===== src/rtl/bisr_pkg.sv =====
// Shared definitions for the BISR redundancy-analysis stage and the address
// remapper that consumes its repair signatures.
//   - default geometry constants (address width, array size, spare counts)
//   - allocator state encoding
//   - fault log entry layout
package bisr_pkg;

  localparam int BISR_ADDR_WIDTH  = 4;
  localparam int BISR_MAX_ROWS    = 16;
  localparam int BISR_MAX_COLS    = 16;
  localparam int BISR_SPARE_ROWS  = 4;
  localparam int BISR_SPARE_COLS  = 4;
  localparam int BISR_FAULT_DEPTH = 8;

  typedef enum logic [2:0] {
    ST_IDLE,
    ST_COLLECT,
    ST_MUST_ROW,
    ST_MUST_COL,
    ST_GREEDY,
    ST_DONE,
    ST_FAIL
  } bisr_alloc_state_t;

  typedef struct packed {
    logic                       valid;
    logic [BISR_ADDR_WIDTH-1:0] row;
    logic [BISR_ADDR_WIDTH-1:0] col;
  } fault_entry_t;

endpackage


===== src/rtl/bisr_fault_log.sv =====
// Unique-fault log: a small CAM that holds the distinct (row, col) pairs seen
// in one MBIST run.
//   clk, rst          : clock, synchronous active-high reset
//   clear             : empties the log (new run)
//   lookup_row/col    : address being reported; also the data appended
//   append            : write lookup_row/col into the next free entry
//   hit               : lookup address already present (combinational)
//   full              : all entries in use (combinational)
//   rd_idx / rd_entry : random read port used by the greedy scan
module bisr_fault_log
  import bisr_pkg::*;
#(
  parameter int FAULT_DEPTH = BISR_FAULT_DEPTH,
  localparam int IDX_W = $clog2(FAULT_DEPTH),
  localparam int CNT_W = $clog2(FAULT_DEPTH + 1)
) (
  input  logic                       clk,
  input  logic                       rst,
  input  logic                       clear,
  input  logic [BISR_ADDR_WIDTH-1:0] lookup_row,
  input  logic [BISR_ADDR_WIDTH-1:0] lookup_col,
  input  logic                       append,
  input  logic [IDX_W-1:0]           rd_idx,
  output logic                       hit,
  output logic                       full,
  output fault_entry_t               rd_entry
);

  fault_entry_t     entries [FAULT_DEPTH];
  logic [CNT_W-1:0] count;

  assign full     = (count == CNT_W'(FAULT_DEPTH));
  assign rd_entry = entries[rd_idx];

  always_comb begin
    hit = 1'b0;
    for (int i = 0; i < FAULT_DEPTH; i++) begin
      if (entries[i].valid && entries[i].row == lookup_row &&
          entries[i].col == lookup_col) begin
        hit = 1'b1;
      end
    end
  end

  // Entries fill in order, so count doubles as the write pointer.
  always_ff @(posedge clk) begin
    if (rst || clear) begin
      count <= '0;
      for (int i = 0; i < FAULT_DEPTH; i++) begin
        entries[i] <= '0;
      end
    end else if (append && !full) begin
      entries[count[IDX_W-1:0]] <= '{valid: 1'b1, row: lookup_row, col: lookup_col};
      count <= count + 1'b1;
    end
  end

endmodule


===== src/rtl/bisr_repair_alloc.sv =====
// Redundancy allocator feeding the BISR address remapper. Collects unique
// faulty cells during an MBIST run, then assigns spare rows/columns with a
// must-repair pass (rows, then columns) followed by a greedy pass over the log.
//   clk, rst                : clock, synchronous active-high reset
//   start                   : clear everything and begin collecting
//   fault_valid/row/col     : fault report from the MBIST comparator
//   test_done               : end of MBIST run
//   row/col_repair_sig      : lines to replace (zero while in FAIL)
//   rows_used/cols_used     : spares consumed (zero while in FAIL)
//   busy                    : collecting or analysing
//   repair_done/repair_fail : analysis finished / finished unrepairable
//   overflow                : sticky, more unique faults than log entries
//
// state     | meaning
// ----------+-----------------------------------------------------------
// IDLE      | after reset, waiting for start
// COLLECT   | logging unique faults until test_done
// MUST_ROW  | one row per cycle: repair rows with too many faults for columns
// MUST_COL  | one column per cycle: same test against remaining spare rows
// GREEDY    | one log entry per cycle: cover leftovers, rows first
// DONE      | signatures valid and held until start
// FAIL      | unrepairable or log overflow; signatures forced to zero
module bisr_repair_alloc
  import bisr_pkg::*;
#(
  parameter int ADDR_WIDTH  = BISR_ADDR_WIDTH,
  parameter int MAX_ROWS    = BISR_MAX_ROWS,
  parameter int MAX_COLS    = BISR_MAX_COLS,
  parameter int SPARE_ROWS  = BISR_SPARE_ROWS,
  parameter int SPARE_COLS  = BISR_SPARE_COLS,
  parameter int FAULT_DEPTH = BISR_FAULT_DEPTH
) (
  input  logic                              clk,
  input  logic                              rst,
  input  logic                              start,
  input  logic                              fault_valid,
  input  logic [ADDR_WIDTH-1:0]             fault_row,
  input  logic [ADDR_WIDTH-1:0]             fault_col,
  input  logic                              test_done,
  output logic [MAX_ROWS-1:0]               row_repair_sig,
  output logic [MAX_COLS-1:0]               col_repair_sig,
  output logic [$clog2(SPARE_ROWS+1)-1:0]   rows_used,
  output logic [$clog2(SPARE_COLS+1)-1:0]   cols_used,
  output logic                              busy,
  output logic                              repair_done,
  output logic                              repair_fail,
  output logic                              overflow
);

  localparam int RU_W      = $clog2(SPARE_ROWS + 1);
  localparam int CU_W      = $clog2(SPARE_COLS + 1);
  localparam int RC_W      = $clog2(MAX_COLS + 1);
  localparam int CC_W      = $clog2(MAX_ROWS + 1);
  localparam int LOG_IDX_W = $clog2(FAULT_DEPTH);
  localparam int SCAN_W    = $clog2(MAX_ROWS + MAX_COLS + FAULT_DEPTH);

  bisr_alloc_state_t state_q, state_d;

  logic [MAX_ROWS-1:0] row_sig_q;
  logic [MAX_COLS-1:0] col_sig_q;
  logic [RU_W-1:0]     rows_used_q;
  logic [CU_W-1:0]     cols_used_q;
  logic                overflow_q;
  logic [RC_W-1:0]     row_cnt [MAX_ROWS];
  logic [CC_W-1:0]     col_cnt [MAX_COLS];
  logic [SCAN_W-1:0]   scan_idx;

  logic                log_hit, log_full, log_append, overflow_set, fault_in;
  fault_entry_t        log_rd;
  logic [ADDR_WIDTH-1:0] scan_addr, rep_row_idx, rep_col_idx;
  logic                row_need, col_need, greedy_open, scanning;
  logic                rep_row, rep_col;

  // start wins over a coincident fault report.
  assign fault_in     = (state_q == ST_COLLECT) && fault_valid && !start;
  assign log_append   = fault_in && !log_hit && !log_full;
  assign overflow_set = fault_in && !log_hit && log_full;

  assign scan_addr   = scan_idx[ADDR_WIDTH-1:0];
  assign row_need    = int'(row_cnt[scan_addr]) > (SPARE_COLS - int'(cols_used_q));
  assign col_need    = int'(col_cnt[scan_addr]) > (SPARE_ROWS - int'(rows_used_q));
  assign greedy_open = log_rd.valid && !row_sig_q[log_rd.row] && !col_sig_q[log_rd.col];
  assign scanning    = (state_q == ST_MUST_ROW) || (state_q == ST_MUST_COL) ||
                       (state_q == ST_GREEDY);

  bisr_fault_log #(
    .FAULT_DEPTH (FAULT_DEPTH)
  ) u_fault_log (
    .clk        (clk),
    .rst        (rst),
    .clear      (start),
    .lookup_row (fault_row),
    .lookup_col (fault_col),
    .append     (log_append),
    .rd_idx     (scan_idx[LOG_IDX_W-1:0]),
    .hit        (log_hit),
    .full       (log_full),
    .rd_entry   (log_rd)
  );

  always_ff @(posedge clk) begin
    if (rst) begin
      state_q <= ST_IDLE;
    end else begin
      state_q <= state_d;
    end
  end

  // Next state, plus the repair decision for the line under the scan pointer.
  always_comb begin
    state_d     = state_q;
    rep_row     = 1'b0;
    rep_col     = 1'b0;
    rep_row_idx = '0;
    rep_col_idx = '0;
    if (start) begin
      state_d = ST_COLLECT;
    end else begin
      case (state_q)
        ST_IDLE: ;
        ST_COLLECT: begin
          if (test_done) begin
            state_d = (overflow_q || overflow_set) ? ST_FAIL : ST_MUST_ROW;
          end
        end
        ST_MUST_ROW: begin
          if (row_need && rows_used_q == RU_W'(SPARE_ROWS)) begin
            state_d = ST_FAIL;
          end else begin
            rep_row     = row_need;
            rep_row_idx = scan_addr;
            if (scan_idx == SCAN_W'(MAX_ROWS - 1)) state_d = ST_MUST_COL;
          end
        end
        ST_MUST_COL: begin
          if (col_need && cols_used_q == CU_W'(SPARE_COLS)) begin
            state_d = ST_FAIL;
          end else begin
            rep_col     = col_need;
            rep_col_idx = scan_addr;
            if (scan_idx == SCAN_W'(MAX_COLS - 1)) state_d = ST_GREEDY;
          end
        end
        ST_GREEDY: begin
          if (greedy_open && rows_used_q == RU_W'(SPARE_ROWS) &&
              cols_used_q == CU_W'(SPARE_COLS)) begin
            state_d = ST_FAIL;
          end else begin
            if (greedy_open) begin
              if (rows_used_q < RU_W'(SPARE_ROWS)) begin
                rep_row     = 1'b1;
                rep_row_idx = log_rd.row;
              end else begin
                rep_col     = 1'b1;
                rep_col_idx = log_rd.col;
              end
            end
            if (scan_idx == SCAN_W'(FAULT_DEPTH - 1)) state_d = ST_DONE;
          end
        end
        ST_DONE: ;
        ST_FAIL: ;
        default: state_d = ST_IDLE;
      endcase
    end
  end

  always_ff @(posedge clk) begin
    if (rst || start) begin
      row_sig_q   <= '0;
      col_sig_q   <= '0;
      rows_used_q <= '0;
      cols_used_q <= '0;
      overflow_q  <= 1'b0;
      scan_idx    <= '0;
      for (int r = 0; r < MAX_ROWS; r++) row_cnt[r] <= '0;
      for (int c = 0; c < MAX_COLS; c++) col_cnt[c] <= '0;
    end else begin
      if (overflow_set) overflow_q <= 1'b1;
      for (int r = 0; r < MAX_ROWS; r++) begin
        if (log_append && fault_row == ADDR_WIDTH'(r) && row_cnt[r] != RC_W'(MAX_COLS)) begin
          row_cnt[r] <= row_cnt[r] + 1'b1;
        end
      end
      for (int c = 0; c < MAX_COLS; c++) begin
        if (log_append && fault_col == ADDR_WIDTH'(c) && col_cnt[c] != CC_W'(MAX_ROWS)) begin
          col_cnt[c] <= col_cnt[c] + 1'b1;
        end
      end
      // Each scan phase starts its pointer at zero.
      if (state_d != state_q) begin
        scan_idx <= '0;
      end else if (scanning) begin
        scan_idx <= scan_idx + 1'b1;
      end
      if (rep_row) begin
        row_sig_q[rep_row_idx] <= 1'b1;
        rows_used_q            <= rows_used_q + 1'b1;
      end
      if (rep_col) begin
        col_sig_q[rep_col_idx] <= 1'b1;
        cols_used_q            <= cols_used_q + 1'b1;
      end
    end
  end

  // In FAIL the remapper must see no repairs so addresses pass through.
  always_comb begin
    busy           = 1'b0;
    repair_done    = 1'b0;
    repair_fail    = 1'b0;
    overflow       = overflow_q;
    row_repair_sig = row_sig_q;
    col_repair_sig = col_sig_q;
    rows_used      = rows_used_q;
    cols_used      = cols_used_q;
    case (state_q)
      ST_COLLECT, ST_MUST_ROW, ST_MUST_COL, ST_GREEDY: busy = 1'b1;
      ST_DONE: repair_done = 1'b1;
      ST_FAIL: begin
        repair_done    = 1'b1;
        repair_fail    = 1'b1;
        row_repair_sig = '0;
        col_repair_sig = '0;
        rows_used      = '0;
        cols_used      = '0;
      end
      default: ;
    endcase
  end

endmodule


===== config.mk =====
export PLATFORM = sky130hd
export DESIGN_NAME = bisr_repair_alloc
export DESIGN_NICKNAME = d
export VERILOG_FILES = /design/src/rtl/bisr_pkg.sv /design/src/rtl/bisr_fault_log.sv /design/src/rtl/bisr_repair_alloc.sv
export SDC_FILE = /design/constraint.sdc
export NUM_CORES = 1
export LEC_CHECK = 0
export ABC_AREA = 1
export BUFFER_PORTS_ARGS = -buffer_cell sky130_fd_sc_hd__buf_4
export CORE_UTILIZATION = 35
export DETAILED_ROUTE_END_ITERATION = 12
export HOLD_SLACK_MARGIN = 0.06
export PLACE_DENSITY = 0.58
export REMOVE_ABC_BUFFERS = 1
export SLEW_MARGIN = 20
export SYNTH_ARGS = -nofsm -noshare
export SYNTH_HDL_FRONTEND = slang
export SYNTH_SLANG_ARGS = --single-unit

===== constraint.sdc =====
create_clock -name clk -period 3.7 [get_ports clk]
set_clock_uncertainty 0.05 [all_clocks]
set_input_delay 0.37 -clock clk [delete_from_list [all_inputs] [get_ports clk]]
set_output_delay 0.37 -clock clk [all_outputs]
set_load 0.01 [all_outputs]

==> results of run 1 <==
metrics by stage:
| step | hold WS (ps) | power, mW |
|---|---|---|
| 3_5_place_dp | 411 | 4.40 |
| 6_report | 152 | 7.83 |
| 2_1_floorplan | 391 | 4.15 |
| 4_1_cts | 120 | 7.91 |
| 5_1_grt | 151 | 8.12 |
| 3_3_place_gp | 405 | 4.38 |
flip-flops by register name (all words and copies together), names as in the netlist, named ones only:
name                 count
cols_used_q              3
overflow                 1
row_sig_q               16
u_fault_log.count        4
state_q                  3
u_fault_log.entries     72
col_sig_q               16
rows_used_q              3
row_cnt                 80
scan_idx                 6
col_cnt                 80
worst min-delay path, delay by kind of cell:
family / cells / cell delay [ps]
buf+inv: 1 / 130
simple gates: 1 / 80
compound gates: 2 / 120
per-layer routing:
layer	wire (µm)	global-route usage, %	up-vias
li1	-	-	7454
met2	22000	31.0	501
met5	0	0	-
met3	3210	3.21	109
met1	21600	25.6	7075
met4	1670	7.67	0
worst paths after layout:
check,end,slack [ps],cells past startpoint
worst min-delay path,col_sig_q[5],150,4
worst max-delay path,row_sig_q[6],320,18
worst min register to register,u_fault_log.entries[3][8],420,2
worst max register to register,row_sig_q[6],320,18
layout make-up:
cell class,count,share of cell area (%)
clock inverter,15,0.632
sequential,288,39.7
timing repair buffer,122,4.81
multi-input combinational,1495,39.6
tap,664,4.11
inverter,324,6.06
clock buffer,51,5.10
report_power, final:
group	switching [mW]	internal [mW]	total (mW)
Clock	1.41	2.08	3.49
Combinational	0.386	0.198	0.583
Sequential	0.133	3.62	3.75
placed cells by master, fill, tap and decap left out, drive strengths merged, types with 3 or more instances in the layout:
| master | instances |
|---|---|
| o211ai | 3 |
| dfxtp | 64 |
| o21ai | 169 |
| inv | 323 |
| a211oi | 5 |
| nor3 | 46 |
| nand4 | 35 |
| or2 | 21 |
| o22ai | 11 |
| o221ai | 4 |
| o2111ai | 4 |
| a2111oi | 4 |
| nor3b | 4 |
| clkbuf | 51 |
| clkinv | 13 |
| xor2 | 63 |
| xnor2 | 25 |
| a21oi | 164 |
| nand3 | 204 |
| edfxtp | 224 |
| buf | 121 |
| nor2 | 286 |
| ha | 81 |
| o31ai | 14 |
| nand2 | 342 |
logic make-up after synthesis:
family | count (synthesis) | share of synthesized area (%)
xor gates and xnor gates | 88 | 4.37
AOI/OAI and AO/OA | 383 | 11.7
muxes | 1 | 0.0567
buffers and inverters | 413 | 9.32
and+or+nand+nor | 942 | 23.4
adders and majority gates | 81 | 5.74
DFF | 288 | 45.4
what timing repair did:
action / 4_1_cts / 5_1_grt
resized for setup: 0 / 3
hold buffers: 1 / 0
endpoints found under the hold margin: 1 / 0
endpoints found under the setup margin: 0 / 24
==> results.txt, run 1 <==
Avg Synthesized Cell Area - 8.04 µm²
TNS Setup - 0 ps
CP max FO - 43
Die area - 51300 µm²
Die height - 227 µm
Starting Density - 35.8%
Clock sink count - 288
Tmin final - 3380 ps
Peak supply drop - 0.317 mV
Storage cell area - 8010 µm²
Antenna violations before repair - 0
Critical Path Source Type - flip-flop
Register area share after synthesis - 45.4%
Cell Area, Synth - 17600 µm²
Port Buffer Count - 54
DR WL/cell - 16.4 µm
CTS tree - yes
Top cells by area, synth - edfxtp_1 38%, dfxtp_1 7.3%, nand2_1 7.0%
Power per Cell Area - 388 nW/µm²
Reg clk slew, reported paths - 60 ps
Setup bufs post-CTS - 0
Synth top area share - 38.1%
Final Hold Viols - 0
Layout Cells excl Fill - 2959
Slowest cell on the critical path - dfxtp_4
RSZ-0062 raised after global routing - false
Most frequent CP cell - a21oi_1
Core Box Area - 49400 µm²
Pin count of the biggest net entering global routing - 59
Detailed Route Iter0 Violations - 1188
Synth top cells by count - 329 x nand2_1, 311 x inv_1, 275 x nor2_1, 224 x edfxtp_1, 197 x nand3_1
FMAX - 296 MHz
Post-DP Area - 19000 µm²
Area growth from synthesis to layout - 14.5%
Crit path DAT - 3800 ps
HPWL Detailed - 35200 µm
Family with the most delay on the worst path - compound AO/OA/AOI/OAI gates
# H-tree levels - 2
Vias after detailed routing - 15100
Worst min-delay path class - in2reg
Seq cells post-synth - 288
Number of global-route vias before repair - 14600
Status - complete, no violations
Post-synth EDFFs - 224
Crit-path cells - buf_4 > a21oi_1 > o21ai_0 > nand3_1 > nand3_1 > nand2_1 > ha_1 > a21oi_1 > o21ai_0 > a21oi_1 > o211ai_2 > a21oi_1 > nand2_1 > nand2_2 > nand2_2 > nor2_2 > nand3_1 > a21oi_1
Nets@finish - 2361
Top FF cell, synth - edfxtp_1
Static leakage - 8.29 nW
Slew HR - 54.3%
Synthesized instance count - 2196
Global placement routability congestion - 0.927
Critical path class - reg2reg
Setup violations, final - 0
Cell accounting for the most synthesized area - edfxtp_1
Die W - 227 µm
Vias per inst - 5.12
Worst-margin pin slew - 686 ps
Root buffer selected by CTS - clkbuf_16
Cell Rows - 81
DR pass1 iterations - 6
First-pass GRT wire length - 77700 µm
Gr usage total - 19.2%
Buf+Inv Stages, Crit Path - 1
ANT nets after route - 0
Num ports - 55
Detailed Route WL - 48500 µm
Netlist cell types - 49
CTS Buf Count - 36
CTS Buffer Depth - 3
CP max stage delay - 370 ps
Worst skew pair latency - 560 ps
Placement Setup Slack - 298 ps
Fin area - 20200 µm²
Ys async rst share - 0%
Fill cell count - 4957
# DRC - 0
Gr ovfl total - 0
# Max-Cap Violations - 0
Ratio of cells with drive above 1 in the final layout - 10.5%
ANT cells - 0
Placed Cells - 2892
Warnings, synthesis - 0
Worst Setup End Kind - flip-flop
Min setup slack post-route - 323 ps
Area of the multi-input gates - 8000 µm²
Max-slew violation count - 0
Most common cell in the netlist - nand2_1
Post-layout util - 40.9%
CP required - 4120 ps
Tcrit/Tclk final - 91.3%
Worst Hold Launch - start
Power figures use the tool's default switching activity.
==> run 2, diff against run 1 <==
--- a/config.mk
+++ b/config.mk
@@ -5,7 +5,6 @@
 export SDC_FILE = /design/constraint.sdc
 export NUM_CORES = 1
 export LEC_CHECK = 0
-export ABC_AREA = 1
 export BUFFER_PORTS_ARGS = -buffer_cell sky130_fd_sc_hd__buf_4
 export CORE_UTILIZATION = 35
 export DETAILED_ROUTE_END_ITERATION = 12
@@ -16,3 +15,4 @@
 export SYNTH_ARGS = -nofsm -noshare
 export SYNTH_HDL_FRONTEND = slang
 export SYNTH_SLANG_ARGS = --single-unit
+export TNS_END_PERCENT = 50
==> constraint.sdc (replaced) <==
create_clock -name clk -period 3.1 [get_ports clk]
set_clock_uncertainty 0.05 [all_clocks]
set_input_delay 0.31 -clock clk [delete_from_list [all_inputs] [get_ports clk]]
set_output_delay 0.31 -clock clk [all_outputs]
set_load 0.01 [all_outputs]
==> run 2 against run 1 <==
Compared with the run above: the flow now finishes with violations (negative setup slack); first-iteration DRC count decreased by 27%; utilization up 5.0 points; sequential power grew 19%; global-route usage rose by 0.39 points; synthesized cell count decreased by 26%; final cell count fell by 9.5%; sequential share of layout area fell by 4.8 points.
==> results.txt, run 2 <==
Status - finished with violations
Violated checks - negative setup slack
Worst Setup End Kind - flip-flop
HPWL Detailed - 37100 µm
Worst reg2reg setup slack - -780 ps
Commonest non-fill, non-tap cell in the layout - buf_4
Core Box Area - 50100 µm²
# DRC - 0
Placed Cells - 2588
CTS Buf Count - 36
Ratio of cells with drive above 1 in the final layout - 30.2%
First-pass GRT wire length - 77800 µm
Setup violations, final - 51
Synth top area share - 37.9%
ANT cells - 0
Gr ovfl total - 0
Ys async rst share - 0%
Reg clk slew, reported paths - 60 ps
Worst min-delay path class - in2reg
Netlist cell types - 81
Worst Hold Launch - fault_row[0]
Clock sink count - 288
Detailed Route WL - 50400 µm
Largest regs - col_cnt: 80 flops, row_cnt: 80 flops, u_fault_log.entries: 72 flops
CTS tree - yes
Vias after detailed routing - 13900
ANT nets after route - 0
Fill cell count - 4713
DR pass1 iterations - 5
Final Hold Viols - 0
Layout Cells excl Fill - 2678
Max-slew violation count - 0
Area growth from synthesis to layout - 29.6%
Register area share after synthesis - 45.2%
Crit path DAT - 4230 ps
Most common cell in the netlist - edfxtp_1
Antenna violations before repair - 0
CP required - 3450 ps
Top cells by area, synth - edfxtp_1 38%, mux4_2 8.1%, dfxtp_1 7.2%
Warnings, synthesis - 0
Worst-margin pin slew - 900 ps
Detailed Route Iter0 Violations - 866
XOR/XNOR Fraction of Synth Area - 8.50%
Post-synth EDFFs - 224
Critical Path Source Type - flip-flop
Fin area - 23000 µm²
Vias per inst - 5.18
CP max FO - 7
Tmin final - 3880 ps
Post-DP Area - 21100 µm²
Cell Rows - 82
Post-Synth Adder-Cell Area - 5.72%
Static leakage - 9.00 nW
Cell accounting for the most synthesized area - edfxtp_1
Slew HR - 40.0%
Die W - 227 µm
Gr usage total - 19.6%
Main combinational cell family by area after synthesis - simple AND/OR/NAND/NOR gates
Port Buffer Count - 54
Post-synthesis compound-gate area fraction - 7.40%
Die area - 51600 µm²
Critical path class - reg2reg
Min setup slack post-route - -785 ps
Pin count of the biggest net entering global routing - 62
Root buffer selected by CTS - clkbuf_16
Peak supply drop - 0.283 mV
Avg Synthesized Cell Area - 10.9 µm²
FMAX - 257 MHz
Die height - 227 µm
Num ports - 55
Number of global-route vias before repair - 13500
Worst skew pair latency - 550 ps
DR WL/cell - 18.8 µm
Seq cells post-synth - 288
# H-tree levels - 2
Overall Power - 9.63 mW
CTS Buffer Depth - 3
Global placement routability congestion - 0.926
Synthesized instance count - 1626
Tcrit/Tclk final - 125%
Top FF cell, synth - edfxtp_1
Post-Synth Simple-Gate Area - 18.9%
Cell Area, Synth - 17700 µm²
Synth top cells by count - 224 x edfxtp_1, 201 x nor2_1, 108 x and2_1, 108 x inv_1, 103 x xor2_1
# Max-Cap Violations - 0
Most frequent cells in the layout - 362 x buf_4, 224 x edfxtp_1, 198 x nor2_1, 107 x inv_1, 106 x and2_1
Starting Density - 35.4%
Mux cell area share after synthesis - 9.98%
Nets@finish - 2075
Power per Cell Area - 419 nW/µm²
RSZ-0062 raised after global routing - true
[run 2: per-stage QoR]
step           hold slack [ps]  setup TNS (ps)  util [%]  setup slack, ps
2_1_floorplan              329         -663890         -            -2570
3_3_place_gp               402          -31890      42.1             -842
3_5_place_dp               406          -35920      42.1             -956
4_1_cts                   85.4          -28550      45.4             -720
5_1_grt                    106          -37460      45.9             -892
6_report                   102          -31870      45.9             -785
[run 2: kinds of logic after synthesis]
kind of cell | after synthesis
mux | 95
simple gates | 636
compound gates | 169
fa+ha+maj | 81
buf+inv | 185
flops | 288
xor+xnor | 172
[run 2: cell type report]
class,count,area [µm²],area share [%]
Clock inverter,11,83.8,0.365
Timing Repair Buffer,393,3160,13.8
Multi-Input combinational cell,1153,9430,41.0
Clock buffer,52,1040,4.51
Sequential cell,288,8020,34.9
Inverter,109,409,1.78
Tap cell,672,841,3.66
[run 2: metal layers]
layer | track usage [%] | part of all wire, % | up-vias
li1 | - | - | 6536
met1 | 26.9 | 45 | 6863
met2 | 32.1 | 47 | 388
met3 | 3.06 | 5.1 | 78
met4 | 5.37 | 2.3 | 0
met5 | 0 | 0 | -
[run 2: repair_timing]
action / CTS / global route
resized for setup: 65 / 42
hold buffers: 1 / 0
pin swaps: 46 / 21
setup buffers: 21 / 5
endpoints found under the hold margin: 1 / 0
endpoints found under the setup margin: 75 / 55
[run 2: final timing paths]
check / end / cells past startpoint
setup / recovery: flip-flop / 15
setup reg to reg: flip-flop / 15
hold reg to reg: col_sig_q[7] / 1
hold / removal: u_fault_log.entries[2][4] / 2
[run 2: power breakdown]
part | internal [mW] | leakage (nW) | switching, mW | total (mW)
clock | 2.40 | 0.552 | 1.69 | 4.09
sequential | 4.32 | 3.01 | 0.133 | 4.45
combinational | 0.525 | 5.44 | 0.565 | 1.09
total | 7.24 | 9.00 | 2.39 | 9.63
[run 2: critical path: stages, from the launching register on]
cell	delay, ps
dfxtp_4	380
buf_12	130
buf_8	130
mux4_2	520
mux4_2	490
ha_4	290
nor2b_4	130
o21ai_2	70
a21o_1	220
a31oi_4	230
nor2_1	90
a311oi_1	380
nor3_2	110
o211ai_2	280
buf_6	180
a2111oi_4	40
==> run 3, diff against run 2 <==
--- a/config.mk
+++ b/config.mk
@@ -10,6 +10,7 @@
 export DETAILED_ROUTE_END_ITERATION = 12
 export HOLD_SLACK_MARGIN = 0.06
 export PLACE_DENSITY = 0.58
+export RECOVER_POWER = 100
 export REMOVE_ABC_BUFFERS = 1
 export SLEW_MARGIN = 20
 export SYNTH_ARGS = -nofsm -noshare
==> run 3 against run 2 <==
Compared with the run above: the flow still finishes with violations (negative setup slack); die area stayed put; setup slack better by 3.1 ps; via count is 0.11% higher; hold slack better by 1.5 ps; clock-buffer cell count stayed put; global-route usage stayed put; critical path depth is 1 lower; sequential power hardly changed.
==> results.txt, run 3 (synthesis results as in run 2) <==
Placed Cells - 2588
Int Pwr - 7.23 mW
Die height - 227 µm
Combinational power share - 11.2%
Violated checks - negative setup slack
Status - finished with violations
WHS Endpoint - u_fault_log.entries[2][4]
ANT nets after route - 0
Critical path class - reg2reg
Antenna violations before repair - 0
# Max-Cap Violations - 0
HPWL Detailed - 37100 µm
Vias per inst - 5.18
Fill cell count - 4750
Pin count of the biggest net entering global routing - 62
CTS tree - yes
Area growth from synthesis to layout - 28.6%
Sw Ratio - 24.8%
DR pass1 iterations - 6
First-pass GRT wire length - 77800 µm
Worst reg2reg setup slack - -780 ps
Vias after detailed routing - 13900
Global placement routability congestion - 0.926
Power per Cell Area - 422 nW/µm²
Worst-margin pin slew - 1440 ps
CTS Buffer Depth - 3
Slew HR - 4.00%
Crit path DAT - 4260 ps
Die W - 227 µm
Largest regs - col_cnt: 80 flops, row_cnt: 80 flops, u_fault_log.entries: 72 flops
Clk pwr share - 42.5%
# DRC - 0
Detailed Route WL - 50500 µm
Ratio of cells with drive above 1 in the final layout - 28.6%
Static leakage - 8.83 nW
ANT cells - 0
TNS Setup - -116880 ps
# H-tree levels - 2
Critical Path Source Type - flip-flop
Setup violations, final - 267
Area of the multi-input gates - 9420 µm²
CP required - 3480 ps
DR WL/cell - 18.9 µm
FMAX - 258 MHz
Grt met1 use - 26.9%
Worst Setup End Kind - flip-flop
Root buffer selected by CTS - clkbuf_16
Die area - 51600 µm²
Overall Power - 9.62 mW
Switching power - 2.39 mW
Commonest non-fill, non-tap cell in the layout - buf_4
Peak supply drop - 0.282 mV
Port Buffer Count - 54
Gr ovfl total - 0
Layout Cells excl Fill - 2678
Worst skew pair latency - 550 ps
Detailed Route Iter0 Violations - 830
Met3 global-route usage - 3.06%
Min setup slack post-route - -782 ps
Final Hold Viols - 0
Tmin final - 3880 ps
Core Box Area - 50100 µm²
CP max FO - 5
Storage cell area - 8020 µm²
Nets@finish - 2075
Sequential power share - 46.2%
Worst min-delay path class - in2reg
Tcrit/Tclk final - 125%
Gr usage total - 19.6%
Starting Density - 35.4%
CTS Buf Count - 36
Num ports - 55
Worst Hold Launch - fault_row[0]
Worst-case reg-to-reg path depth - 14
Hold Path Stages - 2
Cell Rows - 82
Reg2reg end - col_sig_q[5]
Reg clk slew, reported paths - 60 ps
Clock sink count - 288
RSZ-0062 raised after global routing - true
Most frequent cells in the layout - 322 x buf_4, 224 x edfxtp_1, 198 x nor2_1, 107 x inv_1, 103 x xor2_1
Number of global-route vias before repair - 13500
GR peak layer - met2
GR Util met2 - 32.1%
Max-slew violation count - 0
[run 3: power by group through the flow]
stage / registers, mW / clock network [mW] / logic [mW]
5_1_grt: 4.46 / 4.31 / 1.18
4_1_cts: 4.45 / 4.18 / 1.06
2_1_floorplan: 4.52 / 0 / 0.473
6_report: 4.45 / 4.09 / 1.08
3_3_place_gp: 4.53 / 0 / 0.997
3_5_place_dp: 4.53 / 0 / 1.02
[run 3: worst max-delay path by stage]
stage               startpoint      endpoint  slack [ps]  cells after the start
floorplan            flip-flop  col_sig_q[4]       -2570                     12
global placement     flip-flop     flip-flop        -840                     14
detailed placement   flip-flop   scan_idx[5]        -960                     15
CTS                  flip-flop  col_sig_q[6]        -720                     13
global route         flip-flop   scan_idx[5]        -890                     17
finish               flip-flop  col_sig_q[5]        -780                     14
[run 3: final cells by class]
type | count | area share, %
Tap cell | 672 | 3.69
Multi-Input combinational cell | 1153 | 41.3
Clock buffer | 52 | 4.54
Inverter | 109 | 1.79
Sequential cell | 288 | 35.2
Timing Repair Buffer | 393 | 13.2
Clock inverter | 11 | 0.368
[run 3: critical path: stages, from the launching register on]
cell	delay (ps)
dfxtp_4	380
buf_12	130
mux4_2	530
mux4_2	520
ha_4	240
nor2b_1	120
o21a_1	170
o21a_1	180
o21a_4	240
o31a_1	290
buf_4	150
nor3_2	170
nor2_1	110
o311a_4	210
a32o_1	270
[run 3: routing by layer]
layer,vias up,routed length [µm]
met5,-,0
met4,0,1280
met3,87,2730
met2,379,23800
met1,6872,22700
li1,6542,-
[run 3: metrics by stage]
stage               hold slack (ps)  instance area, µm²  setup slack, ps  utilization (%)
detailed placement              406               21100             -956             42.1
CTS                            85.4               22700             -720             45.4
floorplan                       329               17400            -2570                -
finish                          104               22800             -782             45.5
global placement                402               21100             -842             42.1
global route                    106               22800             -892             45.5
[run 3: repair_timing]
action                                 CTS  global route
buffers inserted                        21             5
pin swaps                               46            21
endpoints found under the hold margin    1             0
setup endpoints to repair               75            55
hold buffers                             1             0
gates resized for setup                 65            42
